File: src/rtl/we_scoreboard_decoder_pkg.sv
// Shared defaults for the write-enable scoreboard: register address width,
// outstanding-write limit and the address-0 protection switch.
package we_scoreboard_decoder_pkg;

    localparam int SB_AW           = 5;
    localparam int SB_MAX_PEND     = 4;
    localparam int SB_ZERO_PROTECT = 1;

    // Width needed to count 0..max_pend outstanding writes.
    function automatic int cnt_width(input int max_pend);
        return $clog2(max_pend + 1);
    endfunction

endpackage

File: src/rtl/we_scoreboard_decoder_onehot_dec.sv
// Combinational address to one-hot decoder with an enable; the output is
// all-zero when the enable is low.
module onehot_dec #(
    parameter int AW   = 5,
    parameter int NREG = 2**AW
) (
    input  logic [AW-1:0]   addr,
    input  logic            en,
    output logic [NREG-1:0] onehot
);

    always_comb begin
        onehot = '0;
        if (en) begin
            onehot[addr] = 1'b1;
        end
    end

endmodule

File: src/rtl/we_scoreboard_decoder.sv
// Register write scoreboard: tracks registers with an issued but uncommitted
// write and turns each valid commit into a one-cycle one-hot write enable.
module we_scoreboard_decoder
    import we_scoreboard_decoder_pkg::*;
#(
    parameter int AW           = SB_AW,
    parameter int NREG         = 2**AW,
    parameter int MAX_PEND     = SB_MAX_PEND,
    parameter int ZERO_PROTECT = SB_ZERO_PROTECT,
    localparam int CW          = cnt_width(MAX_PEND)
) (
    input  logic            clk,
    input  logic            reset,
    input  logic            req_valid,
    input  logic [AW-1:0]   req_addr,
    output logic            req_ready,
    input  logic            commit_valid,
    input  logic [AW-1:0]   commit_addr,
    output logic [NREG-1:0] WEd,
    output logic [NREG-1:0] busy,
    output logic [CW-1:0]   pend_cnt,
    output logic            err
);

    localparam logic [CW-1:0] MAX_PEND_C = CW'(MAX_PEND);

    logic [NREG-1:0] r_busy;
    logic [NREG-1:0] r_wed;
    logic [CW-1:0]   r_pend_cnt;
    logic            r_err;

    logic            w_req_zero;
    logic            w_cmt_zero;
    logic            w_req_ready;
    logic            w_issue;
    logic            w_commit_hit;
    logic            w_commit_miss;
    logic [NREG-1:0] w_set_oh;
    logic [NREG-1:0] w_wr_oh;

    // Issue handshake: a request transfers on a rising edge where req_valid
    // and req_ready are both high. req_ready looks only at state before the
    // edge, so a same-cycle commit never frees a slot or address early.
    assign w_req_zero  = (ZERO_PROTECT != 0) && (req_addr == '0);
    assign w_cmt_zero  = (ZERO_PROTECT != 0) && (commit_addr == '0);
    assign w_req_ready = w_req_zero | (~r_busy[req_addr] & (r_pend_cnt < MAX_PEND_C));
    assign w_issue     = req_valid & w_req_ready & ~w_req_zero;

    assign w_commit_hit  = commit_valid & ~w_cmt_zero &  r_busy[commit_addr];
    assign w_commit_miss = commit_valid & ~w_cmt_zero & ~r_busy[commit_addr];

    onehot_dec #(.AW(AW), .NREG(NREG)) u_set_dec (
        .addr   (req_addr),
        .en     (w_issue),
        .onehot (w_set_oh)
    );

    // The commit decode serves both as the busy-clear mask and the next WEd.
    onehot_dec #(.AW(AW), .NREG(NREG)) u_wr_dec (
        .addr   (commit_addr),
        .en     (w_commit_hit),
        .onehot (w_wr_oh)
    );

    always_ff @(posedge clk) begin
        if (reset) begin
            r_busy     <= '0;
            r_wed      <= '0;
            r_pend_cnt <= '0;
            r_err      <= 1'b0;
        end else begin
            r_busy     <= (r_busy | w_set_oh) & ~w_wr_oh;
            r_wed      <= w_wr_oh;
            r_pend_cnt <= r_pend_cnt + CW'(w_issue) - CW'(w_commit_hit);
            if (w_commit_miss) begin
                r_err <= 1'b1;
            end
        end
    end

    assign req_ready = w_req_ready;
    assign WEd       = r_wed;
    assign busy      = r_busy;
    assign pend_cnt  = r_pend_cnt;
    assign err       = r_err;

endmodule

File: config.mk
export PLATFORM = sky130hd
export DESIGN_NAME = we_scoreboard_decoder
export DESIGN_NICKNAME = d
export VERILOG_FILES = /design/src/rtl/we_scoreboard_decoder_pkg.sv /design/src/rtl/we_scoreboard_decoder_onehot_dec.sv /design/src/rtl/we_scoreboard_decoder.sv
export SDC_FILE = /design/constraint.sdc
export NUM_CORES = 1
export LEC_CHECK = 0
export ABC_AREA = 1
export BUFFER_PORTS_ARGS = -buffer_cell sky130_fd_sc_hd__buf_2
export CAP_MARGIN = 20
export CORE_ASPECT_RATIO = 0.9
export CORE_UTILIZATION = 55
export DETAILED_ROUTE_END_ITERATION = 16
export PLACE_DENSITY_LB_ADDON = 0.2
export SLEW_MARGIN = 5
export SYNTH_ARGS = -nofsm -noshare
export SYNTH_HDL_FRONTEND = slang
export SYNTH_SLANG_ARGS = --single-unit
export TNS_END_PERCENT = 20
File: constraint.sdc
create_clock -name clk -period 8.9 [get_ports clk]
set_clock_uncertainty 0.15 [all_clocks]
set_input_delay 1.335 -clock clk [delete_from_list [all_inputs] [get_ports clk]]
set_output_delay 1.335 -clock clk [all_outputs]
set_load 0.02 [all_outputs]
; ---- After elaboration in Yosys (flattened, before gate mapping)
; Index checks and enable logic that the tools add are counted.
[word_totals]
out_inout_bits = 69
register_bits = 68
in_bits = 14
[classes]
mux = 10
order_cmp = 5
n_bitwise = 14
reduce_logical = 4
addsub = 2
[ops]
columns = operator, n
row1 = $mux 32, 2
row2 = $and 32x32->32, 1
row3 = $not 32->32, 1
row4 = $or 32x32->32, 1
row5 = $lt 5x6->1 const B, 2
row6 = $bmux 1 s5, 2
row7 = $demux 1 s5, 2
row8 = $ge 5x1->1 const B, 2
row9 = $logic_not 5->1, 2
row10 = $and 1x1->1, 6
row11 = $mux 1, 4
row12 = $not 1->1, 4
row13 = $add 3x1->3, 1
row14 = $lt 3x3->1 const B, 1
row15 = $sub 3x1->3, 1
row16 = $logic_and 1x1->1, 2
row17 = $or 1x1->1, 1

; ---- Logic depth before layout (Yosys ltp)
[depth]
ltp_word = 10
ltp_mapped = 21
mapped_depth_nobuf = 18

; ---- Modules after synthesis
; Synthesis repeated with hierarchy kept, for this count alone.
[hier_totals]
hier_cells = 489
area_unflattened_um2 = 3195.6
[modules_own_cells]
columns = module, n_inst, area_each_um2, cells_each, seq_area_each_um2
row1 = we_scoreboard_decoder, 1, 2795.2, 389, 1361.3
row2 = onehot_dec, 2, 200.2, 50, 0.0

; ---- Worst setup path before layout
; Ideal clock, no wire load.
[synth_path]
path_kind = input -> output
startpoint = input req_addr[0]
endpoint = output req_ready
path_buffers = 2
t_arrival_ns = 2.604
cell_stages = 11
path_slack_ns = 4.811
t_required_ns = 7.415
cell_sequence = buf_6 > buf_4 > nand2_1 > o21ai_0 > nand2_1 > nand2_1 > nand2_1 > nand2_1 > nor2_2 > nand2_2 > o21ai_0
[synth_via]
elab_chain_cells = 5
[synth_lines]
columns = item, line
row1 = from (decl), we_scoreboard_decoder.sv:15  ; input logic [AW-1:0] req_addr,
row2 = $bmux 1 s5, we_scoreboard_decoder.sv:46  ; assign w_req_ready = w_req_zero | (~r_busy[req_addr] & (r_pend_cnt < MAX_PEND_C));
row3 = $mux 1 (implied by the code), we_scoreboard_decoder.sv:46
row4 = $not 1->1, we_scoreboard_decoder.sv:46
row5 = $and 1x1->1, we_scoreboard_decoder.sv:46
row6 = $or 1x1->1 *, we_scoreboard_decoder.sv:46
row7 = to (decl), we_scoreboard_decoder.sv:16  ; output logic req_ready,
; Every way passes the cells marked *; elsewhere a longest branch is shown, timed or not. The select of a mux whose other input is x is not followed.

; ---- Worst setup path after layout
; Ends and elaborated chain as after synthesis.

==> metrics.yaml <==
layout.nets: 655
cts_setup_buffers: 0
cts_max_level: 3
path_max_fanout: 19
fin_crit_sh_pct: 50.6
vias_per_cell: 5.23
numPortBuffers: 82
die_area_um2: 6770
place_hpwl_um: 7860
tightest_slew_ns: 0.972
dieHeight_um: 78.1
die_x_um: 86.6
critPathBufInv: 3
pre_cts_slack_ns: 4.29
crit_path_max_incr_delay_ns: 0.35
drt_pre_antenna_iters: 7
cts_sinks: 68
fin_area_um2: 4100
worstPathArrival_ns: 3.02
grtUsageTotal_pct: 32.2
drc: 0
crit_required_ns: 7.41
clk_transition_reported_paths_ns: 0.08
crit_slowest_cell: "buf_2"
hold_viol: 0
end_kind: "output port"
power_leakage_nw: 1.99
fin_hold_ws_ns: 0.329
routed_wl_um: 10500
synth_fp_nets: 588
antenna_cells: 0
grt_pass1_wl_um: 16600
clk-insertion-delay-late_ns: 0.34
cap_violations: 0
ys_seq_area_share_pct: 38.4
ios: 83
synth.avg_cell_area_um2: 6.20
start_kind: "primary input"
netlist_area_um2: 3540
netlist_instances: 571
cts_made_buffers: 9
hold_class: "reg2reg"
clock_path_buffers: 2
grt_pass1_vias: 3400
cts-root-buf: "clkbuf_8"
start_util_pct: 57.3
antenna_found_initial: 0
wire_per_inst_um: 14.4
drtIter0Drc: 313
vias: 3816
grt-ovfl-total: 0
synth_seq_cells: 68
tritoncts: "yes"
timing.final.ws_setup_ns: 4.39
path_cells: "buf_2, inv_4, nand2_1, nor2_1, nor2_1, nand2_1, a21oi_2, nand2_2, o21ai_0, buf_2"
layout-drive-gt1-share_pct: 17.3
status: "finished, final reports clean"
cpLargestDelayFamily: "buffers and inverters"
critPathKind: "in2out"
place_area_um2: 3910
core_area_um2: 6180
yosys.cell_types.count: 28
area_growth_syn_to_layout_pct: 15.6
peakVddDrop_uv: 122
ctsHoldBuffers: 0
grt_max_degree: 36
setup_viol: 0
max_slew_margin_pct: 35.1
place_congestion: 0.960
postRouteAntennaNets: 0
max_freq_mhz: 222
core.rowCount: 27
fin_setup_tns_ns: 0
layout_commonest_cell: "nand2_1"
rsz0062_at_grt: "false"
p_per_area_nw_per_um2: 161
fin_crit_ns: 4.51
drv_slew: 0
yosys_warnings: 0
postCtsResizedCells: 0
most-common-layout-cells: "158 x nand2_1, 119 x nor2_1, 82 x buf_2"
-- cell usage after synthesis, drive strengths merged --
library cell | n | area [um^2]
nand2 | 162 | 618
nor2 | 122 | 470
dfxtp | 68 | 1360
inv | 65 | 246
nand3 | 50 | 250
a21oi | 27 | 139
buf | 22 | 136
o21ai | 21 | 105
nor3 | 15 | 75.1
nand4 | 8 | 56.3
clkbuf | 4 | 15.0
ha | 2 | 25.0
clkinv | 1 | 3.75
conb | 1 | 3.75
fa | 1 | 20.0
o21a | 1 | 7.51
xor2 | 1 | 8.76
-- power breakdown --
part           internal (mW)  switching, mW
logic                 0.0251         0.0751
clock network          0.111          0.130
registers              0.311        0.00776
total                  0.446          0.212
-- flip-flops by register name, summed over array words and instances (netlist names) --
register,count
busy,32
err,1
WEd,32
pend_cnt,3
-- routing by layer --
layer / vias up / part of all wire [%] / GRT usage [%]
li1: 1903 / - / -
met1: 1734 / 44 / 43.3
met2: 155 / 46 / 51.1
met3: 24 / 6.8 / 5.99
met4: 0 / 2.9 / 12.2
met5: - / 0 / 0
-- cell type report --
class | instances | area (um^2)
Tap cell | 87 | 109
Clock inverter | 6 | 47.5
Inverter | 66 | 250
Timing Repair Buffer | 82 | 410
Multi-Input combinational cell | 411 | 1780
Sequential cell | 68 | 1360
Fill cell | 628 | 2090
Clock buffer | 10 | 138
-- worst reg2reg max path: stages, from the launching register on --
cell	delay (ns)
dfxtp_1	0.36
inv_1	0.08
o21ai_0	0.18
nand2_1	0.07
nand2_1	0.08
nand2_1	0.06
nand2_1	0.07
nor2_1	0.04
nand2_2	0.42
nand2_1	0.10
inv_1	0.08
ha_1	0.22
inv_1	0.06
ha_1	0.13
inv_1	0.05
fa_1	0.37
xor2_1	0.17
o21ai_0	0.09
a21oi_1	0.17
-- per-stage QoR --
stage	cells	utilization [%]	total power [mW]
final	730	66.2	0.659
after global routing	730	66.2	0.686
after CTS	730	66.2	0.660
after detailed placement	714	63.2	0.424
after global placement	714	63.2	0.421
after floorplan	571	-	0.400
-- path summary, 6_finish.rpt --
check | startpoint | end | slack (ns) | depth (start not counted)
hold reg to reg | err | err | 0.33 | 1
setup / recovery | req_addr[0] | req_ready | 4.39 | 10
hold / removal | err | err | 0.33 | 1
setup reg to reg | busy[30] | pend_cnt[2] | 5.89 | 18
-- cell families after synthesis --
family	after synthesis	share of synthesized area [%]
AO/OA/AOI/OAI	49	7.10
buffers and inverters	92	11.3
XOR/XNOR	1	0.247
AND/OR/NAND/NOR	357	41.5
adder cells (fa/ha/maj)	3	1.27
other	1	0.106
flip-flops	68	38.4
Note: power is estimated with default switching activity, not from simulation.
